--- config.mk ---
export PLATFORM = sky130hd
export DESIGN_NAME = lsu_mem_ctrl
export DESIGN_NICKNAME = d
export VERILOG_FILES = /design/src/rtl/lsu_pkg.sv /design/src/rtl/lsu_load_align.sv /design/src/rtl/lsu_mem_ctrl.sv
export SDC_FILE = /design/constraint.sdc
export NUM_CORES = 1
export LEC_CHECK = 0
export BUFFER_PORTS_ARGS = -buffer_cell sky130_fd_sc_hd__buf_2
export CORE_UTILIZATION = 30
export CTS_CLUSTER_DIAMETER = 30
export DETAILED_ROUTE_END_ITERATION = 8
export GPL_TIMING_DRIVEN = 0
export SLEW_MARGIN = 20
export SYNTH_ARGS = -nofsm -noshare
export SYNTH_HDL_FRONTEND = slang
export SYNTH_HIERARCHICAL = 1
export SYNTH_SLANG_ARGS = --single-unit
--- constraint.sdc ---
create_clock -name clk -period 3.9 [get_ports clk]
set_input_delay 0.39 -clock clk [delete_from_list [all_inputs] [get_ports clk]]
set_output_delay 0.39 -clock clk [all_outputs]
set_load 0.05 [all_outputs]
--- src/rtl/lsu_pkg.sv ---
// Shared types and helpers for the load/store unit: FSM states, RV32 funct3 codes,
// and the store byte-enable / misalignment decode used by the controller.
package lsu_pkg;

  typedef enum logic [1:0] {IDLE, ACCESS, CAPTURE, RESP} lsu_state_e;

  localparam logic [2:0] F3_B  = 3'b000;
  localparam logic [2:0] F3_H  = 3'b001;
  localparam logic [2:0] F3_W  = 3'b010;
  localparam logic [2:0] F3_BU = 3'b100;
  localparam logic [2:0] F3_HU = 3'b101;

  // Size comes from funct3[1:0]; anything that is neither byte nor half acts as a word.
  function automatic logic [3:0] byte_en(input logic [2:0] funct3, input logic [1:0] addr_lo);
    case (funct3[1:0])
      2'b00:   byte_en = 4'b0001 << addr_lo;
      2'b01:   byte_en = 4'b0011 << {addr_lo[1], 1'b0};
      default: byte_en = 4'b1111;
    endcase
  endfunction

  function automatic logic misaligned(input logic [2:0] funct3, input logic [1:0] addr_lo);
    case (funct3[1:0])
      2'b00:   misaligned = 1'b0;
      2'b01:   misaligned = addr_lo[0];
      default: misaligned = |addr_lo;
    endcase
  endfunction

endpackage

--- src/rtl/lsu_load_align.sv ---
// Combinational load alignment: picks the byte/half lane out of a DRAM word and
// sign- or zero-extends it; undefined funct3 values return the whole word.
module lsu_load_align
  import lsu_pkg::*;
#(
  parameter int XLEN = 32
) (
  input  logic [XLEN-1:0] word,
  input  logic [2:0]      funct3,
  input  logic [1:0]      addr_lo,
  output logic [XLEN-1:0] result
);

  logic [7:0]  lane_b;
  logic [15:0] lane_h;

  always_comb begin
    lane_b = 8'h00;
    case (addr_lo)
      2'd0: lane_b = word[7:0];
      2'd1: lane_b = word[15:8];
      2'd2: lane_b = word[23:16];
      2'd3: lane_b = word[31:24];
      default: lane_b = 8'h00;
    endcase
    lane_h = addr_lo[1] ? word[31:16] : word[15:0];

    result = word;
    case (funct3)
      F3_B:    result = {{(XLEN-8){lane_b[7]}}, lane_b};
      F3_BU:   result = {{(XLEN-8){1'b0}}, lane_b};
      F3_H:    result = {{(XLEN-16){lane_h[15]}}, lane_h};
      F3_HU:   result = {{(XLEN-16){1'b0}}, lane_h};
      default: result = word;
    endcase
  end

endmodule

--- src/rtl/lsu_mem_ctrl.sv ---
// Load/store controller between the MEM stage and a synchronous-read, byte-write DRAM.
// Optional feature: define LSU_MISALIGN_TRAP_EN to trap misaligned H/W accesses via rsp_err.
//
// Handshakes: a transfer happens on a rising edge where valid and ready are both high;
// valid, once raised, holds with its payload stable until that edge.
module lsu_mem_ctrl
  import lsu_pkg::*;
#(
  parameter int XLEN    = 32,
  parameter int DADDR_W = 16
) (
  input  logic               clk,
  input  logic               rst,
  input  logic               req_valid,
  output logic               req_ready,
  input  logic               req_we,
  input  logic [2:0]         req_funct3,
  input  logic [XLEN-1:0]    req_addr,
  input  logic [XLEN-1:0]    req_wdata,
  output logic               rsp_valid,
  input  logic               rsp_ready,
  output logic [XLEN-1:0]    rsp_rdata,
  output logic               rsp_err,
  output logic [DADDR_W-1:0] dram_a,
  output logic [3:0]         dram_we,
  output logic [XLEN-1:0]    dram_din,
  input  logic [XLEN-1:0]    dram_spo
);

  lsu_state_e      state, state_nxt;
  logic [2:0]      funct3_q;
  logic [1:0]      addr_lo_q;
  logic            is_load_q;
  logic            err_q;
  logic            accept;
  logic            trap;
  logic [XLEN-1:0] store_data;
  logic [XLEN-1:0] load_val;
  logic            unused_addr_hi;

  // Upper address bits wrap: only the DRAM word index is used.
  assign unused_addr_hi = ^req_addr[XLEN-1:DADDR_W+2];

  assign accept    = (state == IDLE) && req_valid;
  assign req_ready = (state == IDLE);
  assign rsp_valid = (state == RESP);

`ifdef LSU_MISALIGN_TRAP_EN
  assign trap = misaligned(req_funct3, req_addr[1:0]);
`else
  assign trap = 1'b0;
`endif

  always_comb begin
    store_data = req_wdata;
    case (req_funct3[1:0])
      2'b00:   store_data = {(XLEN/8){req_wdata[7:0]}};
      2'b01:   store_data = {(XLEN/16){req_wdata[15:0]}};
      default: store_data = req_wdata;
    endcase
  end

  lsu_load_align #(.XLEN(XLEN)) u_align (
    .word    (dram_spo),
    .funct3  (funct3_q),
    .addr_lo (addr_lo_q),
    .result  (load_val)
  );

  always_ff @(posedge clk or posedge rst) begin
    if (rst) state <= IDLE;
    else     state <= state_nxt;
  end

  always_comb begin
    state_nxt = state;
    case (state)
      IDLE:    if (req_valid) state_nxt = ACCESS;
      ACCESS:  state_nxt = (is_load_q && !err_q) ? CAPTURE : RESP;
      CAPTURE: state_nxt = RESP;
      RESP:    if (rsp_ready) state_nxt = IDLE;
      default: state_nxt = IDLE;
    endcase
  end

  // dram_we is a one-cycle pulse: set on accept, cleared on every other edge.
  always_ff @(posedge clk or posedge rst) begin
    if (rst) begin
      dram_a    <= '0;
      dram_we   <= '0;
      dram_din  <= '0;
      funct3_q  <= '0;
      addr_lo_q <= '0;
      is_load_q <= 1'b0;
      err_q     <= 1'b0;
      rsp_rdata <= '0;
      rsp_err   <= 1'b0;
    end else begin
      dram_we <= '0;
      if (accept) begin
        dram_a    <= req_addr[DADDR_W+1:2];
        dram_we   <= (req_we && !trap) ? byte_en(req_funct3, req_addr[1:0]) : 4'b0000;
        dram_din  <= store_data;
        funct3_q  <= req_funct3;
        addr_lo_q <= req_addr[1:0];
        is_load_q <= !req_we;
        err_q     <= trap;
      end
      if (state == ACCESS && (!is_load_q || err_q)) begin
        rsp_rdata <= '0;
        rsp_err   <= err_q;
      end
      if (state == CAPTURE) begin
        rsp_rdata <= load_val;
        rsp_err   <= 1'b0;
      end
    end
  end

endmodule
## Word-level counts from Yosys, hierarchy flattened

Index checks and enable logic that the tools add are counted.

- Equal/unequal tests: 12
- Shifts and indexed selects: 2
- Mux-type cells: 15
- Reductions and logical operators: 10

Operators by type and width:

| cell | number |
|---|---|
| 32-bit case mux with 4 select lines | 1 |
| 32-bit 2-to-1 mux | 2 |
| 32-bit case mux with 2 select lines | 1 |
| 8-bit case mux with 4 select lines | 1 |
| 16-bit 2-to-1 mux | 1 |
| 2-bit equality test, second input constant | 4 |
| 4-bit 2-to-1 mux | 2 |
| 2-bit case mux with 4 select lines | 1 |
| 4-bit case mux with 2 select lines | 1 |
| 2-bit by 1-bit equality test with 1-bit output, second input constant | 3 |
| 3-bit equality test, second input constant | 2 |
| 2-bit zero test | 3 |
| 2-bit 2-to-1 mux | 2 |
| 1-bit by 2-bit left shift with 4-bit output, first input constant | 1 |
| 2-bit by 2-bit left shift with 4-bit output, first input constant | 1 |
| 3-bit by 1-bit equality test with 1-bit output, second input constant | 1 |
| 3-bit zero test | 1 |
| 1-bit 2-to-1 mux | 3 |
| 1-bit logical AND | 2 |
| 1-bit zero test | 2 |
| 2-bit by 1-bit inequality test with 1-bit output, second input constant | 1 |
| 2-bit inequality test, second input constant | 1 |
| 2-bit AND reduction | 1 |
| 2-bit nonzero test | 1 |

- Register bits after elaboration: 93
- Input bits: 104

## Longest topological paths before layout

Gate-level depths: netlist (run 1).

- Depth in word-level cells: 4
- Mapped depth: 7
- Mapped depth without buffers: 5

## By module

Netlist (run 1), hierarchy kept.

By module, submodules not included:

| module | instances | cells each | area an instance (µm²) |
|---|---|---|---|
| lsu_mem_ctrl | 1 | 351 | 3796.1 |
| lsu_load_align | 1 | 111 | 668.1 |

## Least setup slack after synthesis (run 1)

Ideal clock, no wire load.

- Path kind: flip-flop to flip-flop
- Start point: register addr_lo_q[1]
- End point: register rsp_rdata[10]
- Arrival: 1.710 ns
- Data required time: 3.779 ns
- Setup slack: 2.069 ns
- Stages on the path, launching flop included: 6
- Period minus slack after synthesis: 1.831 ns
- Path through: dfrtp_1 mux4_2 and3b_1 clkbuf_1 a221o_1 a22o_1

- Word-level cells in the longest chain between the ends: 4
- Elaborated cells on any way between the ends: 8
- Those cells by class: eq/ne (3); mux (4); reduce/logical (1)

RTL lines:

| item | RTL line | RTL |
|---|---|---|
| from (decl) | lsu_mem_ctrl.sv:32 | `logic [1:0] addr_lo_q;` |
| from (signal assigned) | lsu_mem_ctrl.sv:105 | `addr_lo_q <= req_addr[1:0];` |
| 2-bit equality test, or another cell as far along | lsu_load_align.sv:19 | `case (addr_lo)` |
| 8-bit case mux with 4 select lines | lsu_load_align.sv:19 |  |
| 32-bit case mux with 4 select lines * | lsu_load_align.sv:29 | `case (funct3)` |
| via load_val[10] | lsu_mem_ctrl.sv:38 | `logic [XLEN-1:0] load_val;` |
| 32-bit 2-to-1 mux * | lsu_mem_ctrl.sv:113 | `if (state == CAPTURE) begin` |
| to (signal assigned) | lsu_mem_ctrl.sv:114 | `rsp_rdata <= load_val;` |
| to (decl) | lsu_mem_ctrl.sv:22 | `output logic [XLEN-1:0] rsp_rdata,` |

The timed path passes the listed nets; every way through them passes the cells marked *.
A chain may end at the register's enable or synchronous reset.

## Worst setup path in the final report (run 1)

- Start point: register addr_lo_q[1]
- End point: register rsp_rdata[13]

The elaborated chain is that of the path after synthesis.

==> results.yml, run 1 <==
detailed_routing:
  num_vias: 4179
  ant_nets: 0
  vias_per_cell: 4.99
  drc: 0
  wl_per_cell_um: 16.3
  wirelength_um: 13600
  drtPass1Iterations: 6
  drt-initial-drc-count: 239
clock_tree:
  cts_root_buf: "clkbuf_16"
  clock_latency_ns: 0.35
  post-cts-setup-buffers: 0
  cts-buffers-inserted: 9
  cts.sinks: 92
  htree_levels: 3
  cts_resized: 0
  clk_pin_slew_ns: 0.08
  ctsLongestPathBuffers: 2
  cts_tree: "built"
  postCtsHoldBufs: 0
power:
  p_leak_nw: 3.23
  ir_drop_uv: 428
  power_density_nw_per_um2: 1010
  total_power_mw: 5.97
synthesis:
  synth_edf_count: 0
  seq_area_frac_synth: 0.516
  synth_seq_cells: 92
  synth_warnings: 6
  synthesis.area_um2: 4460
  synth_area_leaders: "dfrtp_1 52%, nand2_1 12%, a22o_1 6.3%"
  synth_nets: 571
  synth_top_area_cell: "dfrtp_1"
  yosysTopAreaCellShare: 0.516
  ys.flop_type: "dfrtp_1"
  yosysUniqueCellTypes: 37
  syn_inst: 462
  ys_async_sr_fraction: 1.00
  synth_area_per_cell_um2: 9.66
critical_path:
  reg2reg_depth: 5
  worst-path-max-fanout: 8
  crit_required_ns: 4.14
  startpoint_type: "flop"
  crit_type: "flop to flop"
  arrival_ns: 2.32
  cp-end-kind: "flop"
outcome:
  outcome: "complete, no violations"
finish:
  finalInstanceArea_um2: 5910
  nets: 758
  fin_cells: 838
  utilization: 0.406
  diodes: 0
  drive_gt1_frac: 0.347
  synthToLayoutAreaGrowth_pct: 32.3
die:
  die_h_um: 124
  fp.dieArea_um2: 15400
  die_w_um: 124
  rows: 44
  initial_core_util: 0.307
  fp.coreArea_um2: 14500
  io_pins: 191
timing:
  maxSlewViolCount: 0
  slew_headroom: 0.630
  finalCriticalPeriod_ns: 2.08
  fin_tns_setup_ns: 0
  finalCritPeriodShare: 0.533
  worst_slack_ns: 1.82
  tightest_slew_ns: 0.555
  grt_setup_unrepaired: "false"
  fmax_mhz: 481
  finClkSkew_ns: 0.0138
  setup_viol: 0
  holdWs_ns: 0.0282
  finalHoldViolCount: 0
global_route:
  grt_use_total: 0.179
  grt_pass1_wl_um: 20800
  grt_overflow: 0
  grt_pass1_vias: 4024
  grt_max_degree: 56
  antenna_found_initial: 1
run:
  drv_cap: 0
placed_design:
  dp_slack_ns: 1.85
  gp_congestion: 0.849
  placed_area_um2: 5600
  placement.io_buffers: 175
  dp.cells: 822
  hpwl_um: 10100
hold_path:
  hold_path_class: "primary input to async pin"
## layout by cell type, fill, tap and decap left out, types with 9 or more instances in the layout
cell / instances
clkbuf_1: 14
a21o_1: 17
nand2_1: 141
clkbuf_16: 9
a21oi_1: 9
mux2i_1: 18
buf_2: 185
dfrtp_1: 92
o21ai_1: 36
a22o_1: 32
## layer usage
metal,GRT usage,share of wire,up-vias
met1,0.222,0.43,1987
met3,0.0554,0.099,27
met2,0.290,0.45,195
met5,0,0.00073,-
li1,-,-,1968
met4,0.0722,0.025,2
## final timing paths
path / startpoint / to / slack [ns]
worst max-delay path: addr_lo_q[1]$_DFFE_PP0P_ / rsp_rdata[13]$_DFFE_PP0P_ / 1.82
worst min-delay path: rst / funct3_q[2]$_DFFE_PP0P_ / 0.03
worst max register to register: addr_lo_q[1]$_DFFE_PP0P_ / rsp_rdata[13]$_DFFE_PP0P_ / 1.82
worst min register to register: dram_a[11]$_DFFE_PP0P_ / dram_a[11]$_DFFE_PP0P_ / 0.47
max in group asynchronous: rst / dram_din[0]$_DFFE_PP0P_ / 3.26
min in group clk: req_funct3[2] / funct3_q[2]$_DFFE_PP0P_ / 0.22
## logic make-up (layout without fill, tap and decap cells)
family | Yosys count | count (layout) | share of synthesized area
AOI/OAI and AO/OA | 130 | 130 | 0.213
adders and majority gates | 5 | 5 | 0.0140
buffers and inverters | 44 | 236 | 0.0516
DFF | 92 | 92 | 0.516
muxes | 20 | 20 | 0.0479
other | 1 | 1 | 0.000840
and+or+nand+nor | 170 | 170 | 0.157
## registers in the layout, indices dropped and copies added (netlist names)
signal / cells
dram_din: 32
rsp_rdata: 32
dram_a: 16
dram_we: 4
funct3_q: 3
addr_lo_q: 2
state: 2
is_load_q: 1
## area by class of cell
cell class	count	area (um^2)
plain buffers	34	193
clock buffers	9	225
clock inverters	7	78.8
fillers	1493	8630
inverters	10	42.5
multi-input cells	326	1930
flip-flops and latches	92	2300
well taps	184	230
repair buffers	176	903
## worst max-delay path, stage by stage (launching register included)
cell,delay [ns]
dfrtp_1,0.48
mux4_2,0.55
and3b_1,0.18
clkbuf_1,0.19
a221o_1,0.34
a22o_1,0.24
## power by group
group	total [mW]	switching, mW	internal [mW]
clock	0.924	0.417	0.507
combinational	3.42	2.45	0.976
sequential	1.63	0.250	1.38
total	5.97	3.11	2.86
## cell usage after synthesis, types with 3 or more instances
master / n
buf_2: 10
buf_6: 4
a21oi_2: 4
buf_4: 6
dfrtp_1: 92
a22oi_2: 3
nand2_1: 141
ha_1: 5
nor2b_1: 8
a22o_1: 32
inv_1: 8
a221o_1: 8
o21ai_1: 36
nand2b_1: 8
a21oi_1: 9
a211oi_1: 6
a22oi_1: 7
nor2_1: 8
clkbuf_1: 14
a21o_1: 17
mux2i_1: 18
(Power assumes the default switching activity.)
==> inputs of run 2 (changes only) <==
==> constraint.sdc (replaced) <==
create_clock -name clk -period 1.7 [get_ports clk]
set_input_delay 0.17 -clock clk [delete_from_list [all_inputs] [get_ports clk]]
set_output_delay 0.17 -clock clk [all_outputs]
set_load 0.05 [all_outputs]
==> run 2 against run 1 <==
Net effect: the flow now finishes with violations (setup timing); sequential power grew 130%; hold slack lost 0.014 ns; power grew 130%; combinational power grew 140%; maximum frequency grew 11%; critical path depth shrank 1; final cell count grew 0.60%; global-route usage grew 0.35 points; critical path type unchanged; highest routed layer unchanged.
==> results.yml, run 2 (synthesis results as in run 1) <==
hold_path:
  hold_end: "dram_a[14]$_DFFE_PP0P_"
  hold_depth: 3
  hold_path_class: "primary input to flop"
  hp-start: "req_addr[16]"
critical_path:
  cp-end-kind: "flop"
  worst-path-max-fanout: 8
  r2r-start: "addr_lo_q[1]$_DFFE_PP0P_"
  arrival_ns: 2.10
  crit_type: "flop to flop"
  ff2ff_setup_slack_ns: -0.17
  cp-startpoint: "addr_lo_q[1]$_DFFE_PP0P_"
  reg2reg_depth: 4
  crit_required_ns: 1.93
  startpoint_type: "flop"
  r2r_end: "rsp_rdata[12]$_DFFE_PP0P_"
die:
  rows: 44
  die_h_um: 124
  fp.coreArea_um2: 14500
  fp.dieArea_um2: 15400
  io_pins: 191
  die_w_um: 124
  initial_core_util: 0.307
power:
  ir_drop_uv: 1060
  p_leak_nw: 3.28
  power_density_nw_per_um2: 2320
detailed_routing:
  ant_nets: 0
  drt-initial-drc-count: 214
  vias_per_cell: 4.89
  drc: 0
  wirelength_um: 13800
  wl_per_cell_um: 16.3
  num_vias: 4123
  drtPass1Iterations: 4
finish:
  top_regs: "dram_din (32), rsp_rdata (32), dram_a (16)"
  nets: 763
  synthToLayoutAreaGrowth_pct: 34.8
  fin_cells: 843
  drive_gt1_frac: 0.373
  layout_commonest_cell: "buf_2"
  diodes: 0
  mostFrequentLayoutCells: "185 x buf_2, 140 x nand2_1, 90 x dfrtp_1"
placed_design:
  hpwl_um: 10300
  dp.cells: 823
  gp_congestion: 0.845
  placement.io_buffers: 175
  dp_slack_ns: -0.355
clock_tree:
  cts-buffers-inserted: 9
  clock_latency_ns: 0.35
  cts.sinks: 92
  clk_pin_slew_ns: 0.07
  htree_levels: 3
  cts_tree: "built"
  ctsLongestPathBuffers: 2
  cts_root_buf: "clkbuf_16"
timing:
  tightest_slew_ns: 0.701
  slew_headroom: 0.532
  finalHoldViolCount: 0
  fmax_mhz: 534
  finalCriticalPeriod_ns: 1.87
  finClkSkew_ns: 0.0119
  worst_slack_ns: -0.173
  setup_viol: 24
  maxSlewViolCount: 0
  grt_setup_unrepaired: "true"
  finalCritPeriodShare: 1.10
global_route:
  grt_pass1_vias: 4108
  grt_use_total: 0.183
  grt_max_degree: 33
  grt_pass1_wl_um: 21200
  grt_overflow: 0
  antenna_found_initial: 1
outcome:
  failed_checks: "setup timing"
  outcome: "complete, but fails checks"
run:
  drv_cap: 0
run 2: cell count changes in the layout (fill, tap and decap cells not counted), moves of 2 or more:
cell / change
clkinvlp_4: +3
buf_12: +2
clkbuf_1: -7
buf_6: +4
clkbuf_2: +2
dfrtp_1: -2
clkbuf_4: +3
dfrtp_2: +2
inv_6: -3
run 2: cell type report:
cell class | instances | area (um^2)
Sequential cell | 92 | 2300
Buffer | 32 | 199
Multi-Input combinational cell | 326 | 1950
Inverter | 10 | 41.3
Tap cell | 184 | 230
Clock inverter | 7 | 82.6
Clock buffer | 9 | 225
Timing Repair Buffer | 183 | 978
Fill cell | 1484 | 8520
run 2: stage by stage:
step                power (mW)  instance area [um^2]  hold slack (ns)  TNS [ns]  utilization
floorplan                 9.67                  4470            0.275    -0.907            -
global placement          11.5                  5580            0.361    -25.50        0.384
detailed placement        11.7                  5620            0.317     -7.49        0.387
CTS                       14.0                  5990         0.000530     -3.26        0.412
global route              14.8                  6020           0.0153     -4.56        0.414
finish                    13.9                  6020           0.0141     -2.77        0.414
run 2: per-layer routing:
layer / wire length, um / global-route usage / up-vias
met3: 1300 / 0.0591 / 21
li1: - / - / 1977
met2: 6270 / 0.293 / 180
met4: 274 / 0.0737 / 2
met5: 13 / 0 / -
met1: 5930 / 0.227 / 1943
run 2: how the worst max path moves through the flow:
stage	depth (start not counted)	end
2_1_floorplan	5	rsp_rdata[10]$_DFFE_PP0P_
3_3_place_gp	5	rsp_rdata[12]$_DFFE_PP0P_
3_5_place_dp	5	rsp_rdata[12]$_DFFE_PP0P_
4_1_cts	4	rsp_rdata[12]$_DFFE_PP0P_
5_1_grt	7	rsp_rdata[29]$_DFFE_PP0P_
6_report	4	rsp_rdata[12]$_DFFE_PP0P_
run 2: worst max-delay path, cell delays in order (launching register included):
cell and delay [ns]:
dfrtp_2 0.42, mux4_2 0.52, and3b_2 0.28, a221o_1 0.32, a22o_1 0.22
run 2: what timing repair did:
item	CTS	global route
pin swaps	7	6
endpoints found under the setup margin	43	36
setup buffers	4	0
endpoints found under the hold margin	30	0
cloned	1	0
resized for setup	13	12
hold buffers	1	0
run 2: where the power goes:
group / total (mW) / leakage [nW] / switching, mW / internal, mW
Sequential: 3.74 / 1.16 / 0.576 / 3.16
Clock: 2.10 / 0.145 / 0.935 / 1.16
Combinational: 8.09 / 1.98 / 5.69 / 2.41
